## src/rtl/multicycle_ctrl.sv

```systemverilog
// Multi-cycle control FSM for the 10-bit datapath: sequences fetch/decode/execute/
// memory/writeback and drives ALU control, register-file, PC, IR and memory strobes.
module multicycle_ctrl #(
    parameter int WAIT_LIMIT = 15,
    parameter int CNT_W      = 16
) (
    input  logic             clk,
    input  logic             rst,
    input  logic [9:0]       instr,
    input  logic             mem_ready,
    input  logic [9:0]       alu_result,
    input  logic             alu_halt,
    output logic [2:0]       alu_ctrl,
    output logic             alu_src_b,
    output logic             ir_we,
    output logic             pc_we,
    output logic [1:0]       pc_src,
    output logic             iord,
    output logic             mem_re,
    output logic             mem_we,
    output logic             reg_we,
    output logic             reg_dst,
    output logic             mem_to_reg,
    output logic             halted,
    output logic             bus_err,
    output logic [CNT_W-1:0] retired
);
    localparam int WC_W = $clog2(WAIT_LIMIT + 1);
    localparam logic [WC_W-1:0] WC_LAST = WC_W'(WAIT_LIMIT - 1);

    localparam logic [3:0] OP_ADDI = 4'd6;
    localparam logic [3:0] OP_LW   = 4'd7;
    localparam logic [3:0] OP_SW   = 4'd8;
    localparam logic [3:0] OP_BEQ  = 4'd9;
    localparam logic [3:0] OP_J    = 4'd10;
    localparam logic [3:0] OP_HALT = 4'd15;

    typedef enum logic [2:0] {
        S_IDLE, S_FETCH, S_DECODE, S_EXEC, S_MEM, S_WB, S_HALTED
    } state_t;

    state_t          state;
    logic [WC_W-1:0] wait_cnt;
    logic [3:0]      opcode;
    logic            is_rtype;
    logic            is_lw;
    logic            requesting;
    logic            timeout;
    logic            unused_instr_bits;

    assign opcode            = instr[9:6];
    assign unused_instr_bits = ^instr[5:0];
    assign is_rtype          = (opcode <= 4'd5);
    assign is_lw             = (opcode == OP_LW);
    assign requesting        = (state == S_FETCH) || (state == S_MEM);
    // Fires on the last permitted low cycle so the access never exceeds WAIT_LIMIT waits.
    assign timeout           = requesting && !mem_ready && (wait_cnt == WC_LAST);

    always_comb begin
        alu_ctrl   = 3'b000;
        alu_src_b  = 1'b0;
        ir_we      = 1'b0;
        pc_we      = 1'b0;
        pc_src     = 2'b00;
        iord       = 1'b0;
        mem_re     = 1'b0;
        mem_we     = 1'b0;
        reg_we     = 1'b0;
        reg_dst    = 1'b0;
        mem_to_reg = 1'b0;
        case (state)
            S_FETCH: begin
                mem_re = 1'b1;
                if (mem_ready) begin
                    ir_we = 1'b1;
                    pc_we = 1'b1;
                end
            end
            S_EXEC: begin
                if (is_rtype) begin
                    alu_ctrl = opcode[2:0];
                end else begin
                    case (opcode)
                        OP_ADDI, OP_LW, OP_SW: alu_src_b = 1'b1;
                        OP_BEQ: begin
                            alu_ctrl = 3'b111;
                            if (alu_result == 10'h3FF) begin
                                pc_we  = 1'b1;
                                pc_src = 2'b01;
                            end
                        end
                        OP_J: begin
                            pc_we  = 1'b1;
                            pc_src = 2'b10;
                        end
                        OP_HALT: alu_ctrl = 3'b110;
                        default: ;
                    endcase
                end
            end
            S_MEM: begin
                iord      = 1'b1;
                alu_src_b = 1'b1;
                mem_re    = is_lw;
                mem_we    = !is_lw;
            end
            S_WB: begin
                reg_we     = 1'b1;
                reg_dst    = is_rtype;
                mem_to_reg = is_lw;
            end
            default: ;
        endcase
    end

    always_ff @(posedge clk or posedge rst) begin
        if (rst) begin
            state    <= S_IDLE;
            wait_cnt <= '0;
            retired  <= '0;
            halted   <= 1'b0;
            bus_err  <= 1'b0;
        end else begin
            // Counter only runs while a request is outstanding, so every entry to FETCH/MEM sees 0.
            if (requesting && !mem_ready) wait_cnt <= wait_cnt + 1'b1;
            else                          wait_cnt <= '0;

            case (state)
                S_IDLE:   state <= S_FETCH;
                S_FETCH: begin
                    if (mem_ready) begin
                        state <= S_DECODE;
                    end else if (timeout) begin
                        bus_err <= 1'b1;
                        halted  <= 1'b1;
                        state   <= S_HALTED;
                    end
                end
                S_DECODE: state <= S_EXEC;
                S_EXEC: begin
                    if (is_rtype || opcode == OP_ADDI) begin
                        state <= S_WB;
                    end else if (opcode == OP_LW || opcode == OP_SW) begin
                        state <= S_MEM;
                    end else if (opcode == OP_HALT) begin
                        if (alu_halt) begin
                            halted <= 1'b1;
                            state  <= S_HALTED;
                        end else begin
                            state <= S_FETCH;
                        end
                    end else begin
                        retired <= retired + CNT_W'(1);
                        state   <= S_FETCH;
                    end
                end
                S_MEM: begin
                    if (mem_ready) begin
                        if (is_lw) begin
                            state <= S_WB;
                        end else begin
                            retired <= retired + CNT_W'(1);
                            state   <= S_FETCH;
                        end
                    end else if (timeout) begin
                        bus_err <= 1'b1;
                        halted  <= 1'b1;
                        state   <= S_HALTED;
                    end
                end
                S_WB: begin
                    retired <= retired + CNT_W'(1);
                    state   <= S_FETCH;
                end
                default:  state <= S_HALTED;
            endcase
        end
    end
endmodule
```

## config.mk

```make
export PLATFORM = sky130hd
export DESIGN_NAME = multicycle_ctrl
export DESIGN_NICKNAME = d
export VERILOG_FILES = /design/src/rtl/multicycle_ctrl.sv
export SDC_FILE = /design/constraint.sdc
export NUM_CORES = 1
export LEC_CHECK = 0
export ABC_AREA = 1
export CAP_MARGIN = 20
export CORE_ASPECT_RATIO = 0.75
export CORE_UTILIZATION = 40
export DETAILED_ROUTE_END_ITERATION = 8
export GPL_ROUTABILITY_DRIVEN = 0
export PLACE_DENSITY_LB_ADDON = 0.05
export SLEW_MARGIN = 20
export SYNTH_ARGS = -nofsm -noshare
export SYNTH_HDL_FRONTEND = slang
export SYNTH_SLANG_ARGS = --single-unit
```

## constraint.sdc

```tcl
create_clock -name clk -period 1.3 [get_ports clk]
set_input_delay 0.26 -clock clk [delete_from_list [all_inputs] [get_ports clk]]
set_output_delay 0.26 -clock clk [all_outputs]
set_load 0.01 [all_outputs]
```

==> results by group, run 1 <==
Clock network
  – Root buffer cell: clkbuf_8
  – CTS Hold Buffers Added: 0
  – H-tree levels: 1
  – TritonCTS clock tree: done
  – Longest Clk Path Bufs: 2
  – Clock latency on the worst-skew pair: 270 ps
  – CTS buffer count: 3
  – Clock slew at reported path FFs: 90 ps
  – Clk sinks: 25

Finish
  – Reg area: 629 sq um
  – N_diodes: 0
  – Multi-input gate area: 1180 sq um
  – Final net count: 417
  – Area Overhead vs Synth: 71.1%
  – Finished Layout Cells: 444
  – Proportion of layout cells with a drive suffix above 1: 36.5%
  – Layout fillers: 341

Yosys
  – Ys flop type: dfrtp_1
  – Mapped Area: 1760 sq um
  – Fraction of registers with async set/reset: 100%
  – Post-Syn Instances: 269
  – Yosys reg bits: 25
  – Yosys top cell area share: 35.5%
  – Post-synthesis net count: 296
  – Synth area leaders: dfrtp_1 (35%), nand2_1 (21%), nand3_1 (7.9%)
  – Post-synth top cells: nand2_1 (98), nor2_1 (35), nand3_1 (28)
  – Area leader, netlist: dfrtp_1
  – Post-synth EDFFs: 0
  – Most frequent cell after synthesis: nand2_1
  – Sequential area share after synthesis: 35.5%
  – Ys Warns: 0
  – Avg Inst Size Synth: 6.56 sq um
  – Count of cell types in the netlist: 24

STA
  – Period utilisation layout: 127%
  – Min Tclk post-route: 1660 ps
  – Final Hold Vio Count: 0
  – Layout Skew: 2.25 ps
  – Finish-stage setup viols: 38
  – Final Max Slew Viols: 0
  – Worst setup margin: -355 ps
  – Max-Slew Margin vs Limit: 73.7%
  – RSZ-0062 raised after global routing: true
  – Fmax: 0.604 GHz
  – Worst-margin pin slew: 391 ps

Die
  – Die Ht: 59.5 um
  – Starting Density: 42.7%
  – Standard-cell rows: 20
  – Core Area: 4130 sq um
  – Chip width: 78.7 um
  – Ports: 56
  – Die footprint: 4680 sq um

Power
  – P per Cell Area: 1380 nW/um^2
  – Maximum vdd drop: 0.000660 V
  – Leak: 1.61 nW
  – Power consumption: 4.16 mW

Global route
  – Vias in the first global route: 2021
  – Initial antenna violation count: 0
  – First-pass GRT wire length: 9000 um
  – Total global routing overflow: 0
  – GRT Total Usage: 24.7%
  – Largest net degree at the start of global routing: 26

Critical path
  – Most frequent CP cell: buf_4
  – CP peak stage delay: 430 ps
  – Worst r2r dst: retired[1]
  – Register-to-register setup slack: -200 ps
  – CP required: 1040 ps
  – Critical path arrival: 1400 ps
  – Cell chain of the critical path: buf_4 > nand3_2 > buf_4 > nand2_1 > clkdlybuf4s15_2
  – CP Launch Type: flop
  – Worst-path cell with the longest stage delay: dfrtp_2
  – Setup crit end kind: output pin
  – Reg2reg start: state[1]
  – Max FO, Critical Path: 4
  – CP Class: reg -> out
  – Worst Reg2Reg Path Length in Cells: 9

Outcome
  – Status: finished with violations
  – Failing checks: negative setup slack

Route
  – Vias/cell: 4.79
  – DRC: 0
  – Post-DRT Antenna Nets: 0
  – Post-Route WL: 5320 um
  – Vias post-DR: 2127
  – TritonRoute pass-1 iters: 4
  – Drt wl/cell: 12.0 um
  – DR iter-0 viols: 94

Placement
  – Placed cells: 423
  – Port buffer count: 49
  – Post-DP HPWL: 3830 um

Job
  – Max cap viols: 0

Hold path
  – Hold/Removal Path Class: in -> async
==> report_power, final <==
group / internal (mW) / switching [mW]
logic: 1.27 / 1.36
registers: 0.925 / 0.125
clock network: 0.218 / 0.264
==> worst max-delay path: cells and delay by family (launching register included) <==
kind | cells | cell delay (ps)
buffers and inverters | 3 | 530
flip-flops | 1 | 430
AND/OR/NAND/NOR | 2 | 170
==> cell type report <==
type	instances	area share, %
multi-input cells	212	39.1
repair buffers	120	32.5
flip-flops and latches	25	20.8
inverters	28	3.65
well taps	55	2.28
clock buffers	3	1.37
clock inverters	1	0.249
==> layout by cell type (no fill, tap or decap), drive strengths merged <==
cell type        n
a21oi            6
buf             85
clkbuf           4
clkdlybuf4s15    3
clkdlybuf4s50   13
clkinvlp         1
dfrtp           25
dlygate4sd2     18
ha               3
inv             28
nand2          104
nand3           29
nand3b           5
nand4            9
nor2            40
nor3             1
nor4             1
o21ai            6
o31ai            1
xnor2            3
xor2             4
==> routing by layer <==
metal / vias to the layer above / track usage, % / share of wire (%)
li1: 1099 / - / -
met2: 59 / 41.1 / 45
met4: 0 / 5.82 / 0.47
met1: 965 / 33.4 / 49
met3: 4 / 4.77 / 5.3
met5: - / 0 / 0
==> worst max path at each step <==
stage | from | endpoint | slack (ps) | depth (start not counted)
finish | state[0] | mem_re | -360 | 5
CTS | state[0] | pc_we | -340 | 6
global route | state[1] | pc_we | -410 | 6
detailed placement | instr[9] | pc_we | -900 | 8
global placement | instr[9] | pc_we | -880 | 8
floorplan | state[2] | retired[2] | -20 | 9
==> cell families after synthesis <==
logic type / Yosys count / synth area share (%)
XOR/XNOR: 7 / 3.48
AND/OR/NAND/NOR: 189 / 47.5
buffers and inverters: 32 / 7.59
adder cells (fa/ha/maj): 3 / 2.13
flip-flops: 25 / 35.5
AO/OA/AOI/OAI: 13 / 3.83
==> what timing repair did <==
item / in CTS / in global routing
resized for setup: 116 / 19
pin swaps: 14 / 8
endpoints found under the setup margin: 57 / 39
endpoints found under the hold margin: 0 / 0
setup buffers: 17 / 1
==> metrics by stage <==
step / hold slack, ps / TNS (ps) / util, % / cell area, sq um / setup slack (ps)
2_1_floorplan: 287 / -196 / - / 1790 / -18.7
3_3_place_gp: 449 / -21230 / 66.2 / 2730 / -880
3_5_place_dp: 457 / -21920 / 66.2 / 2730 / -901
4_1_cts: 312 / -8040 / 71.9 / 2970 / -338
5_1_grt: 323 / -10560 / 73.1 / 3020 / -414
6_report: 309 / -7330 / 73.1 / 3020 / -355
==> registers in the layout, summed over array words and instances (netlist names) <==
register and count:
halted 1, bus_err 1, retired 16, wait_cnt 4
state 3
(Power assumes the default switching activity.)
==> inputs of run 2 (changes only) <==
CORE_UTILIZATION = 42   (was 40)
==> run 2 against run 1 <==
Compared with the run above:
- the run still ends with negative setup slack left
- wire length grew 2.3%
- critical path type unchanged
- power up 1.3%
- non-clock buffer count rose by 4
- critical path depth unchanged
- worst hold slack better by 16 ps
- critical endpoint is now alu_src_b
- largest cell class unchanged
- final area rose by 0.58%
- sequential share of layout area fell by 0.12 points
==> results by group, run 2 (synthesized netlist as in run 1, its figures left out) <==
Critical path
  – Levels on crit path: 5
  – Cell chain of the critical path: buf_4 > inv_4 > nand3_2 > nand2_1 > clkdlybuf4s15_2
  – Crit path capture: alu_src_b
  – CP startpoint: state[0]
  – CP Launch Type: flop
  – CP Class: reg -> out
  – Worst Reg2Reg Path Length in Cells: 10
  – CP required: 1040 ps
  – Reg2reg start: state[0]
  – CP peak stage delay: 460 ps
  – Top cell family by delay on the critical path: flip-flops
  – Worst-path cell with the longest stage delay: dfrtp_2
  – Max FO, Critical Path: 5
  – Register-to-register setup slack: -290 ps
  – Worst r2r dst: retired[12]
  – Setup crit end kind: output pin
  – Critical path arrival: 1370 ps
  – Crit path buffers/inverters: 3

Clock network
  – Clk sinks: 25
  – TritonCTS clock tree: done
  – Root buffer cell: clkbuf_8
  – Clock slew at reported path FFs: 90 ps
  – H-tree levels: 1
  – CTS buffer count: 3
  – Longest Clk Path Bufs: 2
  – Clock latency on the worst-skew pair: 270 ps
  – CTS Hold Buffers Added: 0

Finish
  – Layout fillers: 331
  – Largest regs: retired: 16 flops, wait_cnt: 4 flops, state: 3 flops
  – Commonest non-fill, non-tap cell in the layout: nand2_1
  – Max FFs per register: 16
  – Final net count: 422
  – N_diodes: 0
  – Proportion of layout cells with a drive suffix above 1: 35.0%
  – Commonest cells after routing, fill and taps aside: nand2_1 (96), buf_4 (70), nand3_1 (26), nor2_1 (25), dfrtp_1 (22)
  – Area Overhead vs Synth: 72.1%
  – Most flop-heavy register: retired
  – Finished Layout Cells: 449

STA
  – Layout Skew: 7.49 ps
  – Fmax: 0.615 GHz
  – Min Tclk post-route: 1630 ps
  – Worst setup margin: -326 ps
  – Period utilisation layout: 125%
  – Final Max Slew Viols: 0
  – Worst-margin pin slew: 314 ps
  – Finish-stage setup viols: 39
  – Setup Total Neg Slack: -8290 ps
  – Max-Slew Margin vs Limit: 79.0%
  – Final Hold Vio Count: 0
  – RSZ-0062 raised after global routing: true

Die
  – Core Area: 4030 sq um
  – Chip width: 76.8 um
  – Die Ht: 58.1 um
  – Starting Density: 43.8%
  – Die footprint: 4470 sq um
  – Ports: 56
  – Standard-cell rows: 20

Job
  – Max cap viols: 0

Route
  – TritonRoute pass-1 iters: 4
  – Post-DRT Antenna Nets: 0
  – Vias/cell: 4.78
  – Post-Route WL: 5440 um
  – DRC: 0
  – Drt wl/cell: 12.1 um
  – DR iter-0 viols: 168
  – Vias post-DR: 2148

Global route
  – GRT Total Usage: 25.4%
  – Vias in the first global route: 2082
  – Largest net degree at the start of global routing: 26
  – Initial antenna violation count: 0
  – First-pass GRT wire length: 9000 um
  – Total global routing overflow: 0

Placement
  – Post-DP HPWL: 3860 um
  – Placed cells: 419
  – Port buffer count: 49

Hold path
  – Hold/Removal Path Class: in -> async

Power
  – P per Cell Area: 1390 nW/um^2
  – Leak: 1.66 nW
  – Maximum vdd drop: 0.000903 V

Outcome
  – Failing checks: negative setup slack
  – Status: finished with violations
run 2: cell types whose count changed in the layout (fill, tap and decap cells not counted), moves of 3 or more:
cell             before  now
nand2_1              92   96
buf_2                12    8
dlymetal6s2s_1        0    4
clkdlybuf4s50_1      13    9
buf_4                65   70
nand3_1              23   26
run 2: worst min-delay path by stage:
stage | start | end | slack [ps] | depth (start not counted)
final | rst | retired[10] | 320 | 3
after global routing | rst | retired[10] | 340 | 3
after CTS | rst | retired[10] | 330 | 3
after detailed placement | bus_err | bus_err | 450 | 2
after global placement | bus_err | bus_err | 450 | 2
after floorplan | rst | bus_err | 290 | 1
run 2: routing by layer:
metal  track usage (%)  share of wire [%]
met5                 0                  0
met4              5.22               0.55
met3              4.09                5.1
met2              42.1                 46
met1              35.3                 48
run 2: layout make-up:
cell class / count / area [sq um] / area share (%)
Clock buffer: 3 / 41.3 / 1.36
Clock inverter: 1 / 7.51 / 0.247
Inverter: 28 / 110 / 3.63
Multi-Input combinational cell: 213 / 1150 / 37.9
Sequential cell: 25 / 629 / 20.7
Tap cell: 55 / 68.8 / 2.27
Timing Repair Buffer: 124 / 1030 / 33.8
run 2: repair_timing:
action,in CTS,in global routing
pin swaps,11,15
cloned,1,0
resized for setup,93,31
setup endpoints to repair,57,40
buffers inserted,23,2
run 2: power by group:
| group | switching, mW | internal (mW) | leakage, nW |
|---|---|---|---|
| Combinational | 1.41 | 1.30 | 1.31 |
| Sequential | 0.122 | 0.927 | 0.328 |
| Clock | 0.243 | 0.217 | 0.0217 |
| Total | 1.78 | 2.44 | 1.66 |
run 2: metrics by stage:
stage	power (mW)	worst slack (ps)	util (%)	hold slack, ps	instance area (sq um)
floorplan	2.19	-18.7	-	287	1790
global placement	3.17	-879	67.1	447	2700
detailed placement	3.21	-938	67.1	454	2700
CTS	4.07	-390	73.1	327	2950
global route	4.51	-435	75.4	337	3040
finish	4.22	-326	75.4	325	3040
run 2: worst reg2reg max path: stages, from the launching register on:
cell and delay (ps):
dfrtp_2 460, buf_4 160, nor2_4 140, nand2_2 70, buf_4 140, nand2_2 70
nor2_4 60, buf_4 130, buf_6 130, nand3_1 70, nand2_1 50
==> inputs of run 3 (changes only) <==
SKIP_CTS_REPAIR_TIMING = 1   (was unset)
==> run 3 against run 2 <==
Compared with the run above:
- the run still ends with negative setup slack left
- clock-buffer cell count unchanged
- global-route usage decreased by 2.7 points
- non-clock buffer count is 6 lower
- worst hold slack about the same
- utilization increased by 1.1 points
- combinational power rose by 3%
- first-iteration DRC count is 6.5% lower
- via count grew 1.7%
- final cell count shrank 1.3%
- register-to-register slack lost 40 ps
==> results by group, run 3 (synthesized netlist as in run 1, its figures left out) <==
Outcome
  – Status: finished with violations
  – Failing checks: negative setup slack

Route
  – DR iter-0 viols: 157
  – Drt wl/cell: 12.3 um
  – DRC: 0
  – Post-DRT Antenna Nets: 0
  – Vias/cell: 4.93
  – TritonRoute pass-1 iters: 4
  – Vias post-DR: 2185
  – Post-Route WL: 5460 um

Finish
  – Multi-input gate area: 1190 sq um
  – Layout fillers: 313
  – N_diodes: 0
  – Proportion of layout cells with a drive suffix above 1: 36.6%
  – Design Area, Final: 3080 sq um
  – Area Overhead vs Synth: 74.7%
  – Final core utilization: 76.5%
  – Final net count: 416
  – Most flop-heavy register: retired
  – Commonest non-fill, non-tap cell in the layout: nand2_1
  – Finished Layout Cells: 443
  – Commonest cells after routing, fill and taps aside: nand2_1 (88), buf_4 (66), nor2_1 (24), nand3_1 (23)
  – Max FFs per register: 16
  – Largest regs: retired: 16 flops, wait_cnt: 4 flops, state: 3 flops
  – Reg area: 632 sq um

Global route
  – Vias in the first global route: 1869
  – Initial antenna violation count: 0
  – Largest net degree at the start of global routing: 26
  – First-pass GRT wire length: 8050 um
  – GRT Total Usage: 22.7%
  – Total global routing overflow: 0

Critical path
  – Reg2reg start: state[1]
  – Worst Reg2Reg Path Length in Cells: 11
  – Register-to-register setup slack: -330 ps
  – Worst-path cell with the longest stage delay: dfrtp_1
  – Critical path arrival: 1400 ps
  – Worst r2r dst: retired[0]
  – Cell chain of the critical path: buf_4 > nand3_4 > nor3_2 > nand4_1 > nand2_1 > buf_2
  – CP peak stage delay: 410 ps
  – Setup crit end kind: output pin
  – CP required: 1040 ps
  – Max FO, Critical Path: 5
  – CP startpoint: state[1]
  – Crit path capture: pc_we
  – CP Class: reg -> out
  – CP Launch Type: flop

Placement
  – Post-DP HPWL: 3860 um
  – Placed cells: 419
  – Area after DPL: 2700 sq um
  – Port buffer count: 49

STA
  – Period utilisation layout: 128%
  – Worst-margin pin slew: 392 ps
  – Finish-stage setup viols: 38
  – Fmax: 0.603 GHz
  – Final Max Slew Viols: 0
  – Max-Slew Margin vs Limit: 73.6%
  – Worst setup margin: -359 ps
  – Final Hold Vio Count: 0
  – Setup Total Neg Slack: -8730 ps
  – Min Hold Slack: 325 ps
  – Min Tclk post-route: 1660 ps
  – Layout Skew: 7.30 ps
  – RSZ-0062 raised after global routing: true

Clock network
  – Longest Clk Path Bufs: 2
  – Clock slew at reported path FFs: 90 ps
  – Clk sinks: 25
  – TritonCTS clock tree: done
  – Clock latency on the worst-skew pair: 270 ps
  – H-tree levels: 1
  – Root buffer cell: clkbuf_8
  – CTS buffer count: 3

Job
  – Max cap viols: 0

Die
  – Core Area: 4030 sq um
  – Die Ht: 58.1 um
  – Die footprint: 4470 sq um
  – Chip width: 76.8 um
  – Starting Density: 43.8%
  – Ports: 56
  – Standard-cell rows: 20

Hold path
  – Hold/Removal Path Class: in -> async

Power
  – P per Cell Area: 1400 nW/um^2
  – Maximum vdd drop: 0.000966 V
  – Leak: 1.85 nW
run 3: changes by cell type in the layout (fill, tap and decap cells not counted), sizes merged:
cell / change
clkdlybuf4s15: -6
buf: -7
clkdlybuf4s50: +4
dlymetal6s2s: +18
dlygate4sd2: -18
clkbuf: +3
run 3: per-stage QoR:
step           setup slack, ps  power (mW)
6_report                  -359        4.33
5_1_grt                   -434        4.61
4_1_cts                   -948        3.68
3_5_place_dp              -938        3.21
3_3_place_gp              -879        3.17
2_1_floorplan            -18.7        2.19
run 3: worst min path at each step:
stage | slack [ps] | depth (start not counted) | startpoint | to
2_1_floorplan | 290 | 1 | rst | bus_err
3_3_place_gp | 450 | 2 | bus_err | bus_err
3_5_place_dp | 450 | 2 | bus_err | bus_err
4_1_cts | 330 | 3 | rst | retired[10]
5_1_grt | 340 | 3 | rst | retired[10]
6_report | 330 | 3 | rst | retired[10]
run 3: area by class of cell:
cell class / count / area share, %
Multi-Input combinational cell: 213 / 38.5
Tap cell: 55 / 2.23
Inverter: 28 / 3.57
Clock inverter: 1 / 0.244
Sequential cell: 25 / 20.5
Timing Repair Buffer: 118 / 33.6
Clock buffer: 3 / 1.34
run 3: layer usage:
layer / track usage (%) / wire, um / vias to the layer above
met5: 0 / 0 / -
met4: 3.02 / 59 / 0
met3: 4.25 / 350 / 8
met2: 36.1 / 2490 / 75
met1: 33.0 / 2560 / 1010
li1: - / - / 1092
run 3: critical path: cells and delay by family, from the launching register on:
family / cells / cell delay, ps
buffers and inverters: 2 / 270
and+or+nand+nor: 4 / 450
DFF: 1 / 410
run 3: power breakdown:
part | leakage [nW] | switching [mW] | internal, mW
sequential | 0.325 | 0.160 | 0.927
combinational | 1.50 | 1.45 | 1.33
clock | 0.0217 | 0.245 | 0.217
total | 1.85 | 1.86 | 2.47
